===== src/rtl/aes_pkg.sv =====
// Shared AES byte/column types, GF(2^8) doubling helper and the drain
// controller types used by the byte-serial MixColumns unit.
package aes_pkg;

    localparam logic [7:0] AES_POLY       = 8'h1B;
    localparam int         BYTES_PER_COL  = 4;
    localparam int         COLS_PER_STATE = 4;

    localparam int FCNT_W = $clog2(BYTES_PER_COL);
    localparam int CCNT_W = $clog2(COLS_PER_STATE);

    typedef logic [7:0] byte_t;
    typedef byte_t col_t [4];

    typedef enum logic [2:0] {
        DS_IDLE   = 3'd0,
        DS_DRAIN0 = 3'd1,
        DS_DRAIN1 = 3'd2,
        DS_DRAIN2 = 3'd3,
        DS_DRAIN3 = 3'd4
    } drain_state_t;

    // Whole control state in one struct so a checker can bind to a single
    // signal: drain state, fill counter, column counter and the column index
    // latched for the column currently draining.
    typedef struct packed {
        drain_state_t      state;
        logic [FCNT_W-1:0] fcnt;
        logic [CCNT_W-1:0] ccnt;
        logic [CCNT_W-1:0] drain_col;
    } ctrl_t;

    // Multiply by x (0x02) in GF(2^8) modulo the AES polynomial.
    function automatic byte_t xt(input byte_t x);
        return {x[6:0], 1'b0} ^ (x[7] ? AES_POLY : 8'h00);
    endfunction

endpackage


===== src/rtl/mix_column_core.sv =====
// Combinational MixColumns / InvMixColumns / bypass on one 4-byte column.
// Every multiple is built from a depth-3 chain of xt() plus XORs.
module mix_column_core
    import aes_pkg::*;
(
    input  col_t col,
    input  logic inverse,
    input  logic bypass,
    output col_t result
);

    byte_t x1 [4];
    byte_t x2 [4];
    byte_t x3 [4];
    byte_t m2 [4];
    byte_t m3 [4];
    byte_t m9 [4];
    byte_t mb [4];
    byte_t md [4];
    byte_t me [4];

    // Per-byte multiples by 2, 4, 8 and the coefficients derived from them.
    always_comb begin
        for (int i = 0; i < 4; i++) begin
            x1[i] = xt(col[i]);
            x2[i] = xt(x1[i]);
            x3[i] = xt(x2[i]);
            m2[i] = x1[i];
            m3[i] = x1[i] ^ col[i];
            m9[i] = x3[i] ^ col[i];
            mb[i] = x3[i] ^ x1[i] ^ col[i];
            md[i] = x3[i] ^ x2[i] ^ col[i];
            me[i] = x3[i] ^ x2[i] ^ x1[i];
        end
    end

    // Circulant combination: row i uses coefficients rotated by i.
    always_comb begin
        for (int i = 0; i < 4; i++) begin
            logic [1:0] i0;
            logic [1:0] i1;
            logic [1:0] i2;
            logic [1:0] i3;
            byte_t      fwd;
            byte_t      inv;
            i0  = 2'(i);
            i1  = 2'(i + 1);
            i2  = 2'(i + 2);
            i3  = 2'(i + 3);
            fwd = m2[i0] ^ m3[i1] ^ col[i2] ^ col[i3];
            inv = me[i0] ^ mb[i1] ^ md[i2] ^ m9[i3];
            if (bypass) begin
                result[i] = col[i];
            end else if (inverse) begin
                result[i] = inv;
            end else begin
                result[i] = fwd;
            end
        end
    end

endmodule


===== src/rtl/mix_columns_byte_unit.sv =====
// Byte-serial MixColumns stage: gathers four bytes into a column, transforms
// it and re-emits it one byte per cycle from a double-buffered output column.
//
// Stream protocol: in_valid qualifies in_byte with no backpressure (the unit
// always accepts); out_valid qualifies out_byte and the last flags, and the
// consumer must take every valid byte since there is no ready.
module mix_columns_byte_unit
    import aes_pkg::*;
(
    input  logic       clk,
    input  logic       rst,
    input  logic       rst_synch,
    input  logic       in_valid,
    input  logic [7:0] in_byte,
    input  logic       inverse,
    input  logic       bypass,
    output logic       out_valid,
    output logic [7:0] out_byte,
    output logic       out_col_last,
    output logic       out_state_last
);

    localparam logic [FCNT_W-1:0] LAST_ROW = FCNT_W'(BYTES_PER_COL - 1);
    localparam logic [CCNT_W-1:0] LAST_COL = CCNT_W'(COLS_PER_STATE - 1);

    ctrl_t      ctrl_q;
    ctrl_t      ctrl_d;
    byte_t      cap [3];
    col_t       obuf;
    col_t       load_col;
    col_t       core_out;
    logic       load;
    logic [1:0] dcnt;

    // A realignment cycle never completes a column, even with in_valid high.
    assign load = in_valid && !rst_synch && (ctrl_q.fcnt == LAST_ROW);

    assign load_col[0] = cap[0];
    assign load_col[1] = cap[1];
    assign load_col[2] = cap[2];
    assign load_col[3] = in_byte;

    mix_column_core u_core (
        .col     (load_col),
        .inverse (inverse),
        .bypass  (bypass),
        .result  (core_out)
    );

    // Control state register.
    always_ff @(posedge clk) begin
        if (rst) begin
            ctrl_q <= '0;
        end else begin
            ctrl_q <= ctrl_d;
        end
    end

    // Next-state logic for counters and the drain sequencer.
    always_comb begin
        ctrl_d = ctrl_q;
        if (rst_synch) begin
            ctrl_d.fcnt = '0;
            ctrl_d.ccnt = '0;
        end
        if (in_valid) begin
            ctrl_d.fcnt = rst_synch ? FCNT_W'(1) : ctrl_q.fcnt + FCNT_W'(1);
        end
        if (load) begin
            ctrl_d.ccnt      = ctrl_q.ccnt + CCNT_W'(1);
            ctrl_d.drain_col = ctrl_q.ccnt;
        end
        if (load) begin
            ctrl_d.state = DS_DRAIN0;
        end else begin
            case (ctrl_q.state)
                DS_DRAIN0: ctrl_d.state = DS_DRAIN1;
                DS_DRAIN1: ctrl_d.state = DS_DRAIN2;
                DS_DRAIN2: ctrl_d.state = DS_DRAIN3;
                default:   ctrl_d.state = DS_IDLE;
            endcase
        end
    end

    // Output decode from the drain state and the latched column index.
    always_comb begin
        case (ctrl_q.state)
            DS_DRAIN1: dcnt = 2'd1;
            DS_DRAIN2: dcnt = 2'd2;
            DS_DRAIN3: dcnt = 2'd3;
            default:   dcnt = 2'd0;
        endcase
        out_valid      = (ctrl_q.state != DS_IDLE);
        out_byte       = out_valid ? obuf[dcnt] : 8'h00;
        out_col_last   = (ctrl_q.state == DS_DRAIN3);
        out_state_last = (ctrl_q.state == DS_DRAIN3) && (ctrl_q.drain_col == LAST_COL);
    end

    // Capture rows 0..2; row 3 goes straight from in_byte into the transform.
    always_ff @(posedge clk) begin
        if (rst) begin
            cap <= '{default: 8'h00};
        end else if (in_valid) begin
            case (rst_synch ? 2'd0 : ctrl_q.fcnt)
                2'd0:    cap[0] <= in_byte;
                2'd1:    cap[1] <= in_byte;
                2'd2:    cap[2] <= in_byte;
                default: ;
            endcase
        end
    end

    // Output column buffer, reloaded on the cycle the fourth byte arrives.
    always_ff @(posedge clk) begin
        if (rst) begin
            obuf <= '{default: 8'h00};
        end else if (load) begin
            obuf <= core_out;
        end
    end

endmodule


===== config.mk =====
export PLATFORM = sky130hd
export DESIGN_NAME = mix_columns_byte_unit
export DESIGN_NICKNAME = d
export VERILOG_FILES = /design/src/rtl/aes_pkg.sv /design/src/rtl/mix_column_core.sv /design/src/rtl/mix_columns_byte_unit.sv
export SDC_FILE = /design/constraint.sdc
export NUM_CORES = 1
export LEC_CHECK = 0
export CORE_MARGIN = 1.5
export CORE_UTILIZATION = 40
export CTS_BUF_LIST = sky130_fd_sc_hd__clkbuf_4 sky130_fd_sc_hd__clkbuf_8
export CTS_CLUSTER_DIAMETER = 50
export DETAILED_ROUTE_END_ITERATION = 10
export GPL_ROUTABILITY_DRIVEN = 0
export HOLD_SLACK_MARGIN = 0.08
export PLACE_DENSITY = 0.61
export RECOVER_POWER = 100
export SYNTH_ARGS = -nofsm -noshare
export SYNTH_HDL_FRONTEND = slang
export SYNTH_SLANG_ARGS = --single-unit
export TNS_END_PERCENT = 10

===== constraint.sdc =====
create_clock -name clk -period 6.3 [get_ports clk]
set_input_delay 0.63 -clock clk [delete_from_list [all_inputs] [get_ports clk]]
set_output_delay 0.63 -clock clk [all_outputs]
set_load 0.01 [all_outputs]

Word-level counts from Yosys, hierarchy flattened
Cells that the tools add are included.

operators by class
  reductions and logical operators = 12
  bitwise gates (word level) = 65
  muxes and demuxes = 32
  $lt $le $gt $ge = 1
  $add $sub $neg = 2
  equality and inequality tests = 8

operators with widths
  operator                                                  number
  XOR 8 bit                                                 64
  2-to-1 mux 8 bit                                          11
  2-to-1 mux 5 bit                                          12
  binary-select mux 8 bit (select 2 bit)                    1
  case mux 3 bit (3 select lines)                           1
  2-to-1 mux 4 bit                                          2
  equality test 2 bit, second input constant                3
  equality test 3 x 2 -> 1 bit, second input constant       2
  2-to-1 mux 2 bit                                          3
  case mux 2 bit (3 select lines)                           1
  AND reduction 2 bit                                       3
  adder 2 x 1 -> 2 bit, second input constant               2
  nonzero test 2 bit                                        2
  equality test 3 x 1 -> 1 bit, second input constant       1
  equality test 3 bit, second input constant                1
  greater-or-equal comparator 3 bit, second input constant  1
  logical AND 1 bit                                         3
  inverter 2 -> 3 bit                                       1
  nonzero test 3 bit                                        1
  equality test 2 x 1 -> 1 bit, second input constant       1
  logical NOT 2 bit                                         1
  OR reduction 2 bit                                        1
  logical NOT 1 bit                                         1
  2-to-1 mux 1 bit                                          1

storage, ports and cells
  output and inout port bits = 11
  register bits = 65
  logic and storage cells = 132

Logic depth before layout (Yosys ltp)
  depth in word-level cells = 13
  gate-level depth with buffers = 7

Cells and area by module
Synthesis repeated with hierarchy kept, for this count alone.

unflattened totals
  cell total of the unflattened synthesis = 649
  area total of the unflattened synthesis = 5884.4 um2

modules (own cells, without submodules)
  module                 cells each  times used  sequential area each (um2)  area an instance (um2)
  mix_column_core        352         1           0.0                         3123.0
  mix_columns_byte_unit  297         1           1301.2                      2761.4

Least setup slack after synthesis
No wires, ideal clock.

  path kind = input port to flip-flop
  from = input port in_byte[5]
  to = register obuf[3] in the netlist's numbering
  buffers on the path = 1
  data required time = 6.170 ns
  path slack = 3.756 ns
  data arrival time = 2.414 ns
  stages = 7
  library setup time = 0.130 ns
  cell sequence = buf_6 -> xnor2_4 -> xnor3_2 -> xnor2_2 -> xor3_1 -> a2111oi_2 -> a211oi_1

on the way
  cells in the longest elaborated chain, start to end = 11

RTL lines
  element                  line                          source
  start: declaration       mix_columns_byte_unit.sv:14   input logic [7:0] in_byte,
  XOR 8 bit (2 in series)  aes_pkg.sv:35                 return {x[6:0], 1'b0} ^ (x[7] ? AES_POLY : 8'h00);
  2-to-1 mux 5 bit         aes_pkg.sv:35
  XOR 8 bit                aes_pkg.sv:35
  XOR 8 bit (2 in series)  mix_column_core.sv:33         me[i] = x3[i] ^ x2[i] ^ x1[i];
  XOR 8 bit (3 in series)  mix_column_core.sv:51         inv = me[i0] ^ mb[i1] ^ md[i2] ^ m9[i3];
  2-to-1 mux 8 bit         mix_column_core.sv:54         end else if (inverse) begin
  2-to-1 mux 8 bit         mix_column_core.sv:52         if (bypass) begin
  end signal: assignment   mix_columns_byte_unit.sv:118  obuf <= core_out;
  end: declaration         mix_columns_byte_unit.sv:29   col_t obuf;

Every way passes these cells.
A chain may end at the register's enable or synchronous reset.

Worst setup path in the final report
  from = register ctrl_q[7] in the netlist's numbering
  to = output port out_byte[2]

on the way
  cells in the longest elaborated chain, start to end = 7

RTL lines
  element                                                                     line                         source
  start: declaration                                                          mix_columns_byte_unit.sv:26  ctrl_t ctrl_q;
  start signal: assignment                                                    mix_columns_byte_unit.sv:55  ctrl_q <= ctrl_d;
  equality test 3 bit / equality test 3 x 2 -> 1 bit (equally long branches)  mix_columns_byte_unit.sv:87  case (ctrl_q.state)
  case mux 2 bit (3 select lines)                                             mix_columns_byte_unit.sv:87
  inverter 2 -> 3 bit (implied by the code)                                   mix_columns_byte_unit.sv:94  out_byte = out_valid ? obuf[dcnt] : 8'h00;
  binary-select mux 8 bit (select 2 bit)                                      mix_columns_byte_unit.sv:94
  2-to-1 mux 8 bit (implied by the code) (2 in series)                        mix_columns_byte_unit.sv:94
  2-to-1 mux 8 bit *                                                          mix_columns_byte_unit.sv:94
  end: declaration                                                            mix_columns_byte_unit.sv:18  output logic [7:0] out_byte,

Mark *: on every way between the ends. The rest lies on a longest branch, timed or not. The select of a mux whose other input is x is not followed.

==> impl_metrics.prom <==
# TYPE chip_impl_metric gauge
chip_impl_info{name="timing.critical_path.cells",value="nor2b_1 -> and2_0 -> a22oi_1 -> o21ai_0 -> dlygate4sd3_1"} 1
chip_impl_metric{name="finalSetupViolations",unit=""} 0
chip_impl_metric{name="num_rows",unit=""} 45
chip_impl_metric{name="power.internal",unit="W"} 0.0009343
chip_impl_info{name="commonest_cells_after_routing_fill_and_taps_aside",value="sky130_fd_sc_hd__xnor2_1 (138), sky130_fd_sc_hd__dfxtp_1 (65), sky130_fd_sc_hd__nor2_1 (51), sky130_fd_sc_hd__a21oi_1 (47)"} 1
chip_impl_metric{name="core",unit="um2"} 15310
chip_impl_metric{name="detailedPlacementHpwl",unit="mm"} 13.07
chip_impl_metric{name="timing.reg2reg.worst_path_depth",unit=""} 6
chip_impl_metric{name="syn_inst",unit=""} 657
chip_impl_metric{name="maximum_number_of_pins_on_one_net_before_global_route_repair",unit=""} 63
chip_impl_metric{name="die_w",unit="um"} 128.7
chip_impl_info{name="synth-main-ff-cell",value="sky130_fd_sc_hd__dfxtp_1"} 1
chip_impl_info{name="outcome",value="finished, violations left"} 1
chip_impl_metric{name="cts_inserted_buffers",unit=""} 9
chip_impl_metric{name="die-height",unit="um"} 128.7
chip_impl_metric{name="min_delay_path_depth",unit=""} 2
chip_impl_metric{name="clockPowerShare",unit="%"} 29.5
chip_impl_info{name="top_usage_layer",value="met2"} 1
chip_impl_info{name="cts-root-buf",value="sky130_fd_sc_hd__clkbuf_8"} 1
chip_impl_metric{name="design.final.nets",unit=""} 649
chip_impl_metric{name="ioPinCount",unit=""} 25
chip_impl_info{name="hold-path-endpoint",value="ctrl_q[0]"} 1
chip_impl_metric{name="track_usage",unit="%"} 22.74
chip_impl_metric{name="synth.top_cell.area_share",unit="%"} 20.59
chip_impl_info{name="setup.worst_path.start_class",value="flop"} 1
chip_impl_metric{name="global_route.usage.met1",unit="%"} 31.04
chip_impl_metric{name="drt_iter0_drc",unit=""} 611
chip_impl_metric{name="worstMarginPinSlew",unit="ps"} 2307
chip_impl_metric{name="power_density",unit="nW/um2"} 212.4
chip_impl_info{name="cp_slowest_cell",value="sky130_fd_sc_hd__nor2b_1"} 1
chip_impl_metric{name="wl",unit="mm"} 18.01
chip_impl_metric{name="initial_utilization",unit="%"} 41.27
chip_impl_metric{name="post-route-min-period",unit="ps"} 3782
chip_impl_metric{name="globalRoute.totalOverflow",unit=""} 0
chip_impl_metric{name="final_hold_viol_count",unit=""} 0
chip_impl_metric{name="synth_sequential_area_ratio",unit="%"} 20.59
chip_impl_metric{name="preCtsSetupSlack",unit="ps"} 2813
chip_impl_metric{name="clock-sinks",unit=""} 65
chip_impl_info{name="min_from",value="ctrl_q[0]"} 1
chip_impl_metric{name="route.antenna.remaining_nets",unit=""} 0
chip_impl_info{name="violations_in_the_final_reports",value="capacitance limit, slew limit"} 1
chip_impl_metric{name="wire_length_of_the_first_global_routing_pass",unit="mm"} 28.05
chip_impl_metric{name="grt.met3_usage",unit="%"} 4.449
chip_impl_metric{name="post_synth_instance_area",unit="um2"} 6321
chip_impl_metric{name="clk_transition_reported_paths",unit="ps"} 80
chip_impl_info{name="critical_path_class",value="reg2out"} 1
chip_impl_metric{name="number_of_antenna_violations_at_the_first_check_in_global_routing",unit=""} 0
chip_impl_metric{name="final-seq-area",unit="um2"} 1301
chip_impl_metric{name="area_growth_syn_to_layout",unit="%"} 4.454
chip_impl_metric{name="synth_enable_flop_cells",unit=""} 0
chip_impl_metric{name="first_global_vias",unit=""} 4536
chip_impl_info{name="tritoncts_clock_tree",value="built"} 1
chip_impl_metric{name="drive_above_1_share",unit="%"} 6.740
chip_impl_info{name="synth.top_cells.by_area",value="sky130_fd_sc_hd__dfxtp_1 (21%), sky130_fd_sc_hd__xnor2_1 (19%), sky130_fd_sc_hd__xnor3_1 (13%)"} 1
chip_impl_metric{name="tns",unit="ps"} 0
chip_impl_info{name="setup.worst_path.end_class",value="output port"} 1
chip_impl_metric{name="vias",unit=""} 4731
chip_impl_info{name="mostFrequentLayoutCell",value="sky130_fd_sc_hd__xnor2_1"} 1
chip_impl_info{name="critical-path-top-delay-family",value="simple AND/OR/NAND/NOR gates"} 1
chip_impl_metric{name="cts.hold.buffers_added",unit=""} 0
chip_impl_metric{name="synth.distinct_cells",unit=""} 58
chip_impl_metric{name="detail_route.wl_per_cell",unit="um"} 21.22
chip_impl_metric{name="reported_max_cap_violation_count",unit=""} 2
chip_impl_metric{name="grtUsageMet2",unit="%"} 34.57
chip_impl_metric{name="r2r_slack",unit="ps"} 3310
chip_impl_metric{name="htree_num_levels",unit=""} 3
chip_impl_metric{name="crit_fanout",unit=""} 10
chip_impl_metric{name="pwr-share-comb",unit="%"} 39.2
chip_impl_metric{name="antenna_cells",unit=""} 0
chip_impl_metric{name="seq_power_share",unit="%"} 31.3
chip_impl_metric{name="avgSynthCellArea",unit="um2"} 9.621
chip_impl_metric{name="max_clock_freq",unit="GHz"} 0.2644
chip_impl_metric{name="period_share",unit="%"} 60.03
chip_impl_metric{name="switching_share",unit="%"} 33.37
chip_impl_metric{name="drt_drc_violations_left",unit=""} 0
chip_impl_metric{name="multi_input_comb_area",unit="um2"} 4502
chip_impl_metric{name="timing.clock.skew",unit="ps"} 16.18
chip_impl_metric{name="post-cts-setup-buffer-count",unit=""} 0
chip_impl_metric{name="cp_data_arrival_time",unit="ps"} 3150
chip_impl_info{name="ff_to_ff_end",value="obuf[27]"} 1
chip_impl_metric{name="cts-resized-gates",unit=""} 0
chip_impl_metric{name="die_area",unit="um2"} 16570
chip_impl_metric{name="slew_violations",unit=""} 52
chip_impl_metric{name="worst_vdd_rail_ir_drop",unit="uV"} 106.4
chip_impl_metric{name="critical_path.max_stage_delay",unit="ps"} 840
chip_impl_metric{name="required",unit="ps"} 5670
chip_impl_metric{name="worstSkewPairLatency",unit="ps"} 380
chip_impl_metric{name="final.setup.worst_slack",unit="ps"} 2518
chip_impl_info{name="hp-class",value="reg2reg"} 1
chip_impl_info{name="worstReg2RegStart",value="ctrl_q[4]"} 1
chip_impl_metric{name="number_of_port_buffers",unit=""} 24
chip_impl_metric{name="synthesis.yosys.warnings",unit=""} 0
chip_impl_metric{name="clock_tree.buffer_depth",unit=""} 2
chip_impl_metric{name="synthesis.nets",unit=""} 672
chip_impl_metric{name="drt-vias-per-instance",unit=""} 5.572
chip_impl_metric{name="synth_register_bits",unit=""} 65
chip_impl_metric{name="relative_slew_slack",unit="%"} -55.44
chip_impl_metric{name="cp_num_buf_inv",unit=""} 1
chip_impl_metric{name="nFillCells",unit=""} 1573
chip_impl_metric{name="drt-pass1-iter-count",unit=""} 5
chip_impl_info{name="yosysTopAreaCell",value="sky130_fd_sc_hd__dfxtp_1"} 1
chip_impl_info{name="rsz0062_at_grt",value="no"} 1
chip_impl_metric{name="static-leakage-power",unit="nW"} 2.520
chip_impl_metric{name="synth-async-reset-ratio",unit="%"} 0
chip_impl_metric{name="switching_power",unit="W"} 0.0004680
cells in the mapped netlist, drive strengths merged, types with 3 or more instances:
master  count
a211oi      7
a21oi      47
a221o       3
a221oi      5
a22oi      16
a31o        3
a32o        4
and2        7
and3        5
buf        29
clkbuf     35
dfxtp      65
inv        12
mux2i      19
nand2      36
nand2b     11
nand3       3
nor2       51
nor2b       3
nor3        7
o211ai      6
o21ai      22
o311ai      5
xnor2     153
xnor3      39
xor2       36
xor3        5
through the flow:
step	hold slack (ps)	power, W	cell area [um2]	cells	util, %
final	456.6	0.001402	6603	849	43.11
after global routing	476.7	0.001454	6603	849	43.11
after CTS	457.2	0.001404	6629	849	43.28
after detailed placement	446.4	0.0009887	6411	834	41.86
after global placement	438.0	0.0009837	6411	834	41.86
after floorplan	431.6	0.0008910	6321	657	-
sequential cells by signal, summed over array words and instances, names as in the netlist:
| name | flops |
|---|---|
| obuf | 32 |
| cap | 24 |
| ctrl_q | 9 |
tightest hold or removal path, cell delays in order (launching register included):
cell and delay, ps:
sky130_fd_sc_hd__dfxtp_1 310, sky130_fd_sc_hd__nand2_1 50, sky130_fd_sc_hd__a21oi_1 50
layer usage:
metal  part of all wire (%)  up-vias
met1                     45     2325
li1                       -     2168
met3                    7.5       33
met2                     44      205
met4                    3.4        0
met5                      0        -
kinds of logic after synthesis:
kind of cell	after synthesis	share of synthesized area, %
adders and majority gates	1	0.1979
AOI/OAI and AO/OA	128	13.24
xor gates and xnor gates	233	44.75
and+or+nand+nor	133	9.758
buffers and inverters	77	8.274
DFF	65	20.59
muxes	20	3.187
power by group through the flow:
stage	Sequential, W	Clock, W	Combinational [W]
floorplan	0.000428	0	0.000463
global placement	0.000448	0	0.000536
detailed placement	0.000448	0	0.000541
CTS	0.000438	0.000421	0.000545
global route	0.000439	0.000437	0.000578
finish	0.000439	0.000414	0.000550
worst max path at each step:
stage,from,end,slack [ps],cells after the start
5_1_grt,ctrl_q[7],out_byte[5],2290,5
3_5_place_dp,in_byte[6],obuf[3],2810,7
3_3_place_gp,in_byte[5],obuf[27],2850,7
6_report,ctrl_q[7],out_byte[2],2520,5
4_1_cts,ctrl_q[7],out_byte[2],2700,5
2_1_floorplan,in_byte[5],obuf[3],3760,7
area by class of cell:
type	instances	share of cell area, %
Clock inverter	5	1.213
Tap cell	211	3.998
Timing Repair Buffer	31	4.131
Inverter	12	0.6822
Multi-Input combinational cell	515	68.18
Sequential cell	65	19.71
Clock buffer	10	2.085
(Power assumes the default switching activity.)
